`config.mk`:
```
export PLATFORM = sky130hd
export DESIGN_NAME = fpga_top
export DESIGN_NICKNAME = d
export VERILOG_FILES = /design/src/rtl/fpga_top.sv
export SDC_FILE = /design/constraint.sdc
export NUM_CORES = 1
export LEC_CHECK = 0
export CELL_PAD_IN_SITES_DETAIL_PLACEMENT = 0
export CELL_PAD_IN_SITES_GLOBAL_PLACEMENT = 1
export CORE_UTILIZATION = 40
export DETAILED_ROUTE_END_ITERATION = 12
export HOLD_SLACK_MARGIN = 0.05
export PLACE_DENSITY_LB_ADDON = 0.25
export SLEW_MARGIN = 20
export SYNTH_ARGS = -nofsm -noshare
export SYNTH_HDL_FRONTEND = slang
export SYNTH_SLANG_ARGS = --single-unit
```
`constraint.sdc`:
```
create_clock -name clock -period 2.3 [get_ports clock]
set_input_delay 0.23 -clock clock [delete_from_list [all_inputs] [get_ports clock]]
set_output_delay 0.23 -clock clock [all_outputs]
set_load 0.005 [all_outputs]
```
`src/rtl/fpga_top.sv`:
```
// fpga_top: FPGA shell around the host.
//   ctrl   : AXI4 slave (32b data) onto a 16-entry MMIO register file.
//   mem_0  : AXI4 master (64b data), single-beat DMA driven by MEM_CMD.
//   qsfp_0 : one-word TX/RX mailbox driven by QSFP_CMD.
// Ports:
//   clock, reset (async, active-low)
//   ctrl_{ar,aw,w,r,b}_*   AXI4 slave channels
//   mem_0_{ar,aw,w,r,b}_*  AXI4 master channels
//   qsfp_0_channel_up, qsfp_0_tx_*, qsfp_0_rx_*
module fpga_top #(
  parameter int CTRL_ADDR_BITS = 12,
  parameter int CTRL_ID_BITS   = 12,
  parameter int MEM_ADDR_BITS  = 34,
  parameter int MEM_ID_BITS    = 16
) (
  input  logic                      clock,
  input  logic                      reset,
  // ctrl AR
  input  logic                      ctrl_ar_valid,
  output logic                      ctrl_ar_ready,
  input  logic [CTRL_ADDR_BITS-1:0] ctrl_ar_bits_addr,
  input  logic [CTRL_ID_BITS-1:0]   ctrl_ar_bits_id,
  input  logic [2:0]                ctrl_ar_bits_size,
  input  logic [7:0]                ctrl_ar_bits_len,
  // ctrl AW
  input  logic                      ctrl_aw_valid,
  output logic                      ctrl_aw_ready,
  input  logic [CTRL_ADDR_BITS-1:0] ctrl_aw_bits_addr,
  input  logic [CTRL_ID_BITS-1:0]   ctrl_aw_bits_id,
  input  logic [2:0]                ctrl_aw_bits_size,
  input  logic [7:0]                ctrl_aw_bits_len,
  // ctrl W
  input  logic                      ctrl_w_valid,
  output logic                      ctrl_w_ready,
  input  logic [3:0]                ctrl_w_bits_strb,
  input  logic [31:0]               ctrl_w_bits_data,
  input  logic                      ctrl_w_bits_last,
  // ctrl R
  output logic                      ctrl_r_valid,
  input  logic                      ctrl_r_ready,
  output logic [1:0]                ctrl_r_bits_resp,
  output logic [CTRL_ID_BITS-1:0]   ctrl_r_bits_id,
  output logic [31:0]               ctrl_r_bits_data,
  output logic                      ctrl_r_bits_last,
  // ctrl B
  output logic                      ctrl_b_valid,
  input  logic                      ctrl_b_ready,
  output logic [1:0]                ctrl_b_bits_resp,
  output logic [CTRL_ID_BITS-1:0]   ctrl_b_bits_id,
  // mem_0 AR
  output logic                      mem_0_ar_valid,
  input  logic                      mem_0_ar_ready,
  output logic [MEM_ADDR_BITS-1:0]  mem_0_ar_bits_addr,
  output logic [MEM_ID_BITS-1:0]    mem_0_ar_bits_id,
  output logic [2:0]                mem_0_ar_bits_size,
  output logic [7:0]                mem_0_ar_bits_len,
  // mem_0 AW
  output logic                      mem_0_aw_valid,
  input  logic                      mem_0_aw_ready,
  output logic [MEM_ADDR_BITS-1:0]  mem_0_aw_bits_addr,
  output logic [MEM_ID_BITS-1:0]    mem_0_aw_bits_id,
  output logic [2:0]                mem_0_aw_bits_size,
  output logic [7:0]                mem_0_aw_bits_len,
  // mem_0 W
  output logic                      mem_0_w_valid,
  input  logic                      mem_0_w_ready,
  output logic [7:0]                mem_0_w_bits_strb,
  output logic [63:0]               mem_0_w_bits_data,
  output logic                      mem_0_w_bits_last,
  // mem_0 R
  input  logic                      mem_0_r_valid,
  output logic                      mem_0_r_ready,
  input  logic [1:0]                mem_0_r_bits_resp,
  input  logic [MEM_ID_BITS-1:0]    mem_0_r_bits_id,
  input  logic [63:0]               mem_0_r_bits_data,
  input  logic                      mem_0_r_bits_last,
  // mem_0 B
  input  logic                      mem_0_b_valid,
  output logic                      mem_0_b_ready,
  input  logic [1:0]                mem_0_b_bits_resp,
  input  logic [MEM_ID_BITS-1:0]    mem_0_b_bits_id,
  // QSFP
  input  logic                      qsfp_0_channel_up,
  output logic                      qsfp_0_tx_valid,
  input  logic                      qsfp_0_tx_ready,
  output logic [63:0]               qsfp_0_tx_bits,
  input  logic                      qsfp_0_rx_valid,
  output logic                      qsfp_0_rx_ready,
  input  logic [63:0]               qsfp_0_rx_bits
);

  localparam logic [31:0] ID_VALUE = 32'h4650_4741;

  localparam logic [3:0] R_ID       = 4'h0, R_SCRATCH  = 4'h1, R_ADDR_LO = 4'h2,
                         R_ADDR_HI  = 4'h3, R_WDATA_LO = 4'h4, R_WDATA_HI = 4'h5,
                         R_RDATA_LO = 4'h6, R_RDATA_HI = 4'h7, R_MEM_CMD = 4'h8,
                         R_STATUS   = 4'h9, R_TX_LO    = 4'hA, R_TX_HI    = 4'hB,
                         R_QSFP_CMD = 4'hC, R_RX_LO    = 4'hD, R_RX_HI    = 4'hE,
                         R_UNMAPPED = 4'hF;

  typedef enum logic [2:0] {S_IDLE, S_AR, S_R, S_AWW, S_B} dma_state_t;

  // Any address bit above [5:2] set, or offset 0x3C, lands on the unmapped slot.
  function automatic logic [3:0] reg_idx(input logic [CTRL_ADDR_BITS-1:0] a);
    logic [3:0] idx;
    idx = a[5:2];
    if ((a >> 6) != '0) idx = R_UNMAPPED;
    return idx;
  endfunction

  function automatic logic [31:0] merge(input logic [31:0] old, input logic [31:0] d,
                                        input logic [3:0] s);
    logic [31:0] res;
    for (int i = 0; i < 4; i++) res[8*i +: 8] = s[i] ? d[8*i +: 8] : old[8*i +: 8];
    return res;
  endfunction

  // Held low through the first cycle after reset so every ready output is 0 in reset.
  logic alive;

  // registers
  logic [31:0] scratch, addr_lo, addr_hi, wdata_lo, wdata_hi, rdata_lo, rdata_hi, tx_lo, tx_hi;
  logic [63:0] rx_word, tx_word;
  logic        done, cmd_err, tx_busy, rx_full;
  logic [1:0]  mem_resp;

  // ctrl write buffers
  logic                      aw_full, w_full;
  logic [CTRL_ADDR_BITS-1:0] aw_addr_q;
  logic [CTRL_ID_BITS-1:0]   aw_id_q;
  logic [31:0]               w_data_q;
  logic [3:0]                w_strb_q;
  logic                      w_last_q;

  // ctrl read state
  logic [7:0]  r_cnt;

  // DMA
  dma_state_t state_q, state_d;
  logic       aw_pend, w_pend;
  logic [63:0] mem_addr64;

  logic        busy, wr_en, start_rd, start_wr, cmd_bad, dma_finish;
  logic [3:0]  wr_idx, rd_idx;
  logic [1:0]  wcmd;
  logic [31:0] rd_mux, status;

  always_ff @(posedge clock or negedge reset) begin
    if (!reset) alive <= 1'b0;
    else        alive <= 1'b1;
  end

  assign busy   = (state_q != S_IDLE);
  assign status = {21'b0, qsfp_0_channel_up, rx_full, tx_busy, 3'b0, cmd_err, mem_resp, done, busy};

  // ---------------- ctrl write path ----------------
  assign ctrl_aw_ready = alive & ~aw_full & ~ctrl_b_valid;
  assign ctrl_w_ready  = alive & ~w_full;
  assign wr_en  = aw_full & w_full;
  assign wr_idx = reg_idx(aw_addr_q);
  assign wcmd   = w_data_q[1:0] & {2{w_strb_q[0]}};

  always_ff @(posedge clock or negedge reset) begin
    if (!reset) begin
      aw_full          <= 1'b0;
      w_full           <= 1'b0;
      aw_addr_q        <= '0;
      aw_id_q          <= '0;
      w_data_q         <= '0;
      w_strb_q         <= '0;
      w_last_q         <= 1'b0;
      ctrl_b_valid     <= 1'b0;
      ctrl_b_bits_resp <= 2'b00;
      ctrl_b_bits_id   <= '0;
    end else begin
      if (ctrl_aw_valid && ctrl_aw_ready) begin
        aw_full   <= 1'b1;
        aw_addr_q <= ctrl_aw_bits_addr;
        aw_id_q   <= ctrl_aw_bits_id;
      end
      if (ctrl_w_valid && ctrl_w_ready) begin
        w_full   <= 1'b1;
        w_data_q <= ctrl_w_bits_data;
        w_strb_q <= ctrl_w_bits_strb;
        w_last_q <= ctrl_w_bits_last;
      end
      if (wr_en) begin
        w_full <= 1'b0;
        if (w_last_q) begin
          aw_full          <= 1'b0;
          ctrl_b_valid     <= 1'b1;
          ctrl_b_bits_resp <= (wr_idx == R_UNMAPPED) ? 2'b10 : 2'b00;
          ctrl_b_bits_id   <= aw_id_q;
        end
      end
      if (ctrl_b_valid && ctrl_b_ready) ctrl_b_valid <= 1'b0;
    end
  end

  // ---------------- ctrl read path ----------------
  assign ctrl_ar_ready    = alive & ~ctrl_r_valid;
  assign ctrl_r_bits_last = (r_cnt == 8'd0);
  assign rd_idx           = reg_idx(ctrl_ar_bits_addr);

  always_comb begin
    rd_mux = 32'h0;
    case (rd_idx)
      R_ID:       rd_mux = ID_VALUE;
      R_SCRATCH:  rd_mux = scratch;
      R_ADDR_LO:  rd_mux = addr_lo;
      R_ADDR_HI:  rd_mux = addr_hi;
      R_WDATA_LO: rd_mux = wdata_lo;
      R_WDATA_HI: rd_mux = wdata_hi;
      R_RDATA_LO: rd_mux = rdata_lo;
      R_RDATA_HI: rd_mux = rdata_hi;
      R_STATUS:   rd_mux = status;
      R_TX_LO:    rd_mux = tx_lo;
      R_TX_HI:    rd_mux = tx_hi;
      R_RX_LO:    rd_mux = rx_word[31:0];
      R_RX_HI:    rd_mux = rx_word[63:32];
      default:    rd_mux = 32'h0;
    endcase
  end

  // Data is snapshotted at the AR handshake, so a same-cycle write is not visible.
  always_ff @(posedge clock or negedge reset) begin
    if (!reset) begin
      ctrl_r_valid     <= 1'b0;
      ctrl_r_bits_data <= '0;
      ctrl_r_bits_resp <= 2'b00;
      ctrl_r_bits_id   <= '0;
      r_cnt            <= '0;
    end else if (ctrl_ar_valid && ctrl_ar_ready) begin
      ctrl_r_valid     <= 1'b1;
      ctrl_r_bits_data <= rd_mux;
      ctrl_r_bits_resp <= (rd_idx == R_UNMAPPED) ? 2'b10 : 2'b00;
      ctrl_r_bits_id   <= ctrl_ar_bits_id;
      r_cnt            <= ctrl_ar_bits_len;
    end else if (ctrl_r_valid && ctrl_r_ready) begin
      if (r_cnt == 8'd0) ctrl_r_valid <= 1'b0;
      else               r_cnt        <= r_cnt - 8'd1;
    end
  end

  // ---------------- register file / commands ----------------
  assign cmd_bad    = (wcmd != 2'b00) && (busy || wcmd == 2'b11);
  assign start_rd   = wr_en && wr_idx == R_MEM_CMD && !busy && wcmd == 2'b01;
  assign start_wr   = wr_en && wr_idx == R_MEM_CMD && !busy && wcmd == 2'b10;
  assign dma_finish = (state_q == S_R && mem_0_r_valid) || (state_q == S_B && mem_0_b_valid);

  always_ff @(posedge clock or negedge reset) begin
    if (!reset) begin
      scratch  <= '0; addr_lo  <= '0; addr_hi  <= '0;
      wdata_lo <= '0; wdata_hi <= '0; rdata_lo <= '0; rdata_hi <= '0;
      tx_lo    <= '0; tx_hi    <= '0; tx_word  <= '0; rx_word  <= '0;
      done     <= 1'b0; cmd_err <= 1'b0; mem_resp <= 2'b00;
      tx_busy  <= 1'b0; rx_full <= 1'b0;
    end else begin
      if (wr_en) begin
        case (wr_idx)
          R_SCRATCH:  scratch  <= merge(scratch,  w_data_q, w_strb_q);
          R_ADDR_LO:  addr_lo  <= merge(addr_lo,  w_data_q, w_strb_q);
          R_ADDR_HI:  addr_hi  <= merge(addr_hi,  w_data_q, w_strb_q);
          R_WDATA_LO: wdata_lo <= merge(wdata_lo, w_data_q, w_strb_q);
          R_WDATA_HI: wdata_hi <= merge(wdata_hi, w_data_q, w_strb_q);
          R_TX_LO:    tx_lo    <= merge(tx_lo,    w_data_q, w_strb_q);
          R_TX_HI:    tx_hi    <= merge(tx_hi,    w_data_q, w_strb_q);
          R_MEM_CMD: begin
            done    <= 1'b0;
            cmd_err <= cmd_bad;
          end
          R_QSFP_CMD: begin
            if (wcmd[0] && !tx_busy) begin
              tx_word <= {tx_hi, tx_lo};
              tx_busy <= 1'b1;
            end
            if (wcmd[1]) rx_full <= 1'b0;
          end
          default: ;
        endcase
      end
      // A send can only be accepted while idle, so it never collides with a handshake.
      if (qsfp_0_tx_valid && qsfp_0_tx_ready) tx_busy <= 1'b0;
      if (qsfp_0_rx_valid && qsfp_0_rx_ready) begin
        rx_word <= qsfp_0_rx_bits;
        rx_full <= 1'b1;
      end
      if (state_q == S_R && mem_0_r_valid) begin
        rdata_lo <= mem_0_r_bits_data[31:0];
        rdata_hi <= mem_0_r_bits_data[63:32];
        mem_resp <= mem_0_r_bits_resp;
      end
      if (state_q == S_B && mem_0_b_valid) mem_resp <= mem_0_b_bits_resp;
      if (dma_finish) done <= 1'b1;
    end
  end

  // ---------------- QSFP ----------------
  assign qsfp_0_tx_valid = tx_busy & qsfp_0_channel_up;
  assign qsfp_0_tx_bits  = tx_word;
  assign qsfp_0_rx_ready = alive & qsfp_0_channel_up & ~rx_full;

  // ---------------- DMA FSM ----------------
  assign mem_addr64 = {addr_hi, addr_lo};

  always_ff @(posedge clock or negedge reset) begin
    if (!reset) begin
      state_q <= S_IDLE;
      aw_pend <= 1'b0;
      w_pend  <= 1'b0;
    end else begin
      state_q <= state_d;
      if (start_wr) begin
        aw_pend <= 1'b1;
        w_pend  <= 1'b1;
      end else begin
        if (mem_0_aw_valid && mem_0_aw_ready) aw_pend <= 1'b0;
        if (mem_0_w_valid && mem_0_w_ready)   w_pend  <= 1'b0;
      end
    end
  end

  always_comb begin
    state_d        = state_q;
    mem_0_ar_valid = 1'b0;
    mem_0_aw_valid = 1'b0;
    mem_0_w_valid  = 1'b0;
    mem_0_r_ready  = 1'b0;
    mem_0_b_ready  = 1'b0;
    case (state_q)
      S_IDLE: begin
        if (start_rd)      state_d = S_AR;
        else if (start_wr) state_d = S_AWW;
      end
      S_AR: begin
        mem_0_ar_valid = 1'b1;
        if (mem_0_ar_ready) state_d = S_R;
      end
      S_R: begin
        mem_0_r_ready = 1'b1;
        if (mem_0_r_valid) state_d = S_IDLE;
      end
      S_AWW: begin
        mem_0_aw_valid = aw_pend;
        mem_0_w_valid  = w_pend;
        // Advance once both channels have handshaken, in either order.
        if ((!aw_pend || mem_0_aw_ready) && (!w_pend || mem_0_w_ready)) state_d = S_B;
      end
      S_B: begin
        mem_0_b_ready = 1'b1;
        if (mem_0_b_valid) state_d = S_IDLE;
      end
      default: state_d = S_IDLE;
    endcase
  end

  assign mem_0_ar_bits_addr = mem_addr64[MEM_ADDR_BITS-1:0];
  assign mem_0_aw_bits_addr = mem_addr64[MEM_ADDR_BITS-1:0];
  assign mem_0_ar_bits_id   = '0;
  assign mem_0_aw_bits_id   = '0;
  assign mem_0_ar_bits_size = 3'd3;
  assign mem_0_aw_bits_size = 3'd3;
  assign mem_0_ar_bits_len  = 8'd0;
  assign mem_0_aw_bits_len  = 8'd0;
  assign mem_0_w_bits_strb  = 8'hFF;
  assign mem_0_w_bits_data  = {wdata_hi, wdata_lo};
  assign mem_0_w_bits_last  = 1'b1;

  // Inputs and bits that carry no meaning for this shell.
  logic unused;
  assign unused = ^{ctrl_ar_bits_size, ctrl_aw_bits_size, ctrl_aw_bits_len,
                    ctrl_ar_bits_addr[1:0], aw_addr_q[1:0], mem_addr64,
                    mem_0_r_bits_id, mem_0_r_bits_last, mem_0_b_bits_id};

endmodule

```
==> impl_metrics.yaml <==
synth:
  async_reset_ff_frac: 1.00
  yosysUniqueCellTypes: 82
  syn_avg_cell_area_sq_um: 13.4
  synthFlopType: "dfrtp_1"
  syn_area_sq_um: 25500
  yosysWarnings: 0
  synth_edf_count: 0
  ys_ff_latch: 557
  synth_seq_area_share: 0.547
  syn_inst: 1899
floorplanning:
  die_area_sq_um: 64700
  rows: 92
  ios: 619
  start_util: 0.405
  die_w_um: 254
  die_y_um: 254
  core_sq_um: 63000
setup_path:
  worstSetupStartpointType: "flop"
  r2r_setup_slack_ns: -0.06
  cp-end-kind: "flop"
  reg2regPathDepth: 6
  reg2reg_to: "tx_lo[12]"
  crit_chain: "nor4_4 -> nand2_2 -> or4_4 -> buf_12 -> nor2_8 -> mux2_2"
  critPathArrivalTime_ns: 2.86
  slowest_stage: "or4_4"
  crit_path_start: "aw_addr_q[7]"
  cp_slowest_stage_delay_ns: 0.51
  r2r_start: "aw_addr_q[7]"
  criticalPathCategory: "reg2reg"
  required_ns: 2.81
  path_max_fanout: 8
  endpoint: "tx_lo[12]"
drt:
  vias: 18700
  drcViolationCount: 0
  wl_met1_mm: 38.6
  met2_length_mm: 45.0
  dr.pass1.iters: 5
  ant_nets: 0
  wire_per_inst_um: 27.6
  met3_length_mm: 7.07
  routed_via_density: 5.51
  wl_mm: 93.6
  drt_iter0_markers: 1562
  maxUsedRoutingLayer: "met5"
power_and_ir_drop:
  cellInternalPower_uw: 20000
  p_comb_frac: 0.160
  powerDensity_nw_per_um2: 781
  switching_share: 0.269
  pwr-share-clk: 0.390
  power_frac_seq: 0.450
  cellLeakagePower_uw: 0.0161
  vdd_drop_max_uv: 551
  switching_power_uw: 7350
placed_design:
  gp_congestion: 0.875
  dpl.hpwl_mm: 69.3
  io_buffers: 502
sta:
  period_minus_slack_ns: 2.36
  whs_ns: 0.139
  skew_ns: 0.0118
  worst_slew_pin_slew_ns: 0.828
  max_slew_margin: 0.446
  finalSetupTns_ns: -1.53
  fmax_ghz: 0.424
  fin_ws_ns: -0.0582
  finalCritPeriodShare: 1.03
  rsz0062_at_grt: "yes"
  hold_violations: 0
  finalSetupViolations: 71
  maxSlewViolCount: 0
outcome:
  violations: "setup timing"
  outcome: "finished with violations"
cts:
  clock_sinks: 557
  cts_root_buf: "clkbuf_16"
  insertion_delay_ns: 0.63
  htree_levels: 2
  clk_path_buf_depth: 3
  clk_pin_slew_ns: 0.06
  cts_tree: "built"
  cts_buffers: 61
global_routing:
  grt_pass1_vias: 19200
  grt_antenna_before_repair: 7
  grt_max_degree: 95
  grtUsageTotal: 0.285
  grt_pass1_wl_mm: 133
  globalRouteOverflowTotal: 0
cells_and_area:
  syn_to_final_growth_pct: 37.2
  nNetsFinal: 2788
  drive_above_1_share: 0.339
worst_hold_path:
  min-delay-path-class: "in2reg"
flow_run:
  max_cap_violations: 0
[how the worst min path moves through the flow]
stage,from,end,slack [ns],depth (start not counted)
CTS,ctrl_ar_bits_id[4],ctrl_r_bits_id[4],0.11,3
global route,ctrl_ar_bits_id[11],ctrl_r_bits_id[11],0.13,3
finish,ctrl_ar_bits_id[1],ctrl_r_bits_id[1],0.14,3
global placement,reset,rdata_lo[19],0.22,1
detailed placement,reset,rdata_lo[19],0.22,1
floorplan,reset,addr_hi[0],-0.07,0
[critical path: cells and delay by family (launching register included)]
family | cells | cell delay, ns
flops | 1 | 0.41
mux | 1 | 0.37
buf+inv | 1 | 0.18
simple gates | 4 | 1.25
[power by group through the flow]
| stage | Combinational, uW | Clock (uW) | Sequential [uW] |
|---|---|---|---|
| after global routing | 4720 | 11200 | 12400 |
| final | 4370 | 10700 | 12300 |
| after CTS | 4370 | 10800 | 12200 |
| after floorplan | 2180 | 0 | 11900 |
| after detailed placement | 4270 | 0 | 12400 |
| after global placement | 4160 | 0 | 12400 |
[cell usage after synthesis (all sizes together), types with 8 or more instances]
master    n  area share
nand2   133       0.021
a22o     27      0.0093
mux2    512        0.23
nor3     19      0.0053
nor4     12      0.0046
a221oi   10      0.0034
o21ai    39      0.0077
buf     157       0.042
inv      10      0.0015
mux4     13       0.011
a32oi    11      0.0038
a222oi   14      0.0055
dfrtp   557        0.55
a211oi    8      0.0026
clkbuf   47      0.0071
and2     10      0.0025
a32o      8      0.0031
a21oi    38      0.0075
a31oi    14      0.0034
a22oi    32      0.0094
nand3    22      0.0051
mux2i    37       0.015
nor2     51       0.019
[cells in the final DEF (no fill, tap or decap), types with 11 or more instances in the layout]
| cell | n |
|---|---|
| a21oi_1 | 38 |
| a222oi_1 | 14 |
| a22o_1 | 27 |
| a22oi_1 | 32 |
| a31oi_1 | 14 |
| a32oi_1 | 11 |
| buf_12 | 48 |
| buf_4 | 125 |
| bufinv_16 | 11 |
| clkbuf_1 | 12 |
| clkbuf_16 | 63 |
| clkdlybuf4s50_1 | 494 |
| clkinv_2 | 14 |
| conb_1 | 66 |
| dfrtp_1 | 554 |
| mux2_1 | 11 |
| mux2_2 | 446 |
| mux2_4 | 55 |
| mux2i_1 | 37 |
| mux4_2 | 13 |
| nand2_1 | 125 |
| nand3_1 | 18 |
| nor2_1 | 25 |
| nor2_4 | 11 |
| nor2_8 | 14 |
| nor3_1 | 14 |
| o21ai_0 | 38 |
[logic make-up after synthesis]
logic type	Yosys count	share of synthesized area
simple gates	304	0.0745
buf+inv	215	0.0511
fa+ha+maj	3	0.00137
xor+xnor	6	0.00206
flops	557	0.547
mux	562	0.252
other cells	2	0.000295
compound gates	250	0.0716
[metal layers]
layer	global-route usage	vias up
met5	0	-
met4	0.0917	6
met3	0.0676	163
met2	0.468	804
met1	0.371	9763
li1	-	7995
[repair_timing]
action | CTS | global route
setup endpoints to repair | 96 | 245
buffers inserted | 6 | 9
hold buffers | 1 | 0
cloned | 0 | 0
endpoints found under the hold margin | 239 | 0
resized for setup | 15 | 60
pin swaps | 3 | 13
[through the flow]
stage	util	area, sq um	setup slack (ns)	std cells	power, uW
2_1_floorplan	-	25700	0.200	1963	14100
3_3_place_gp	0.513	32300	-0.253	3266	16500
3_5_place_dp	0.513	32300	-0.299	3266	16700
4_1_cts	0.549	34600	-0.0414	3385	27400
5_1_grt	0.555	35000	-0.111	3395	28300
6_report	0.555	35000	-0.0582	3397	27300
[area by class of cell]
class | instances | area, sq um
clock inverters | 27 | 420
fillers | 5266 | 28000
diodes | 3 | 7.51
multi-input cells | 1191 | 10800
inverters | 11 | 41.3
well taps | 846 | 1060
clock buffers | 85 | 1760
flip-flops and latches | 557 | 13900
repair buffers | 677 | 6950
Note: power is estimated with default switching activity, not from simulation.
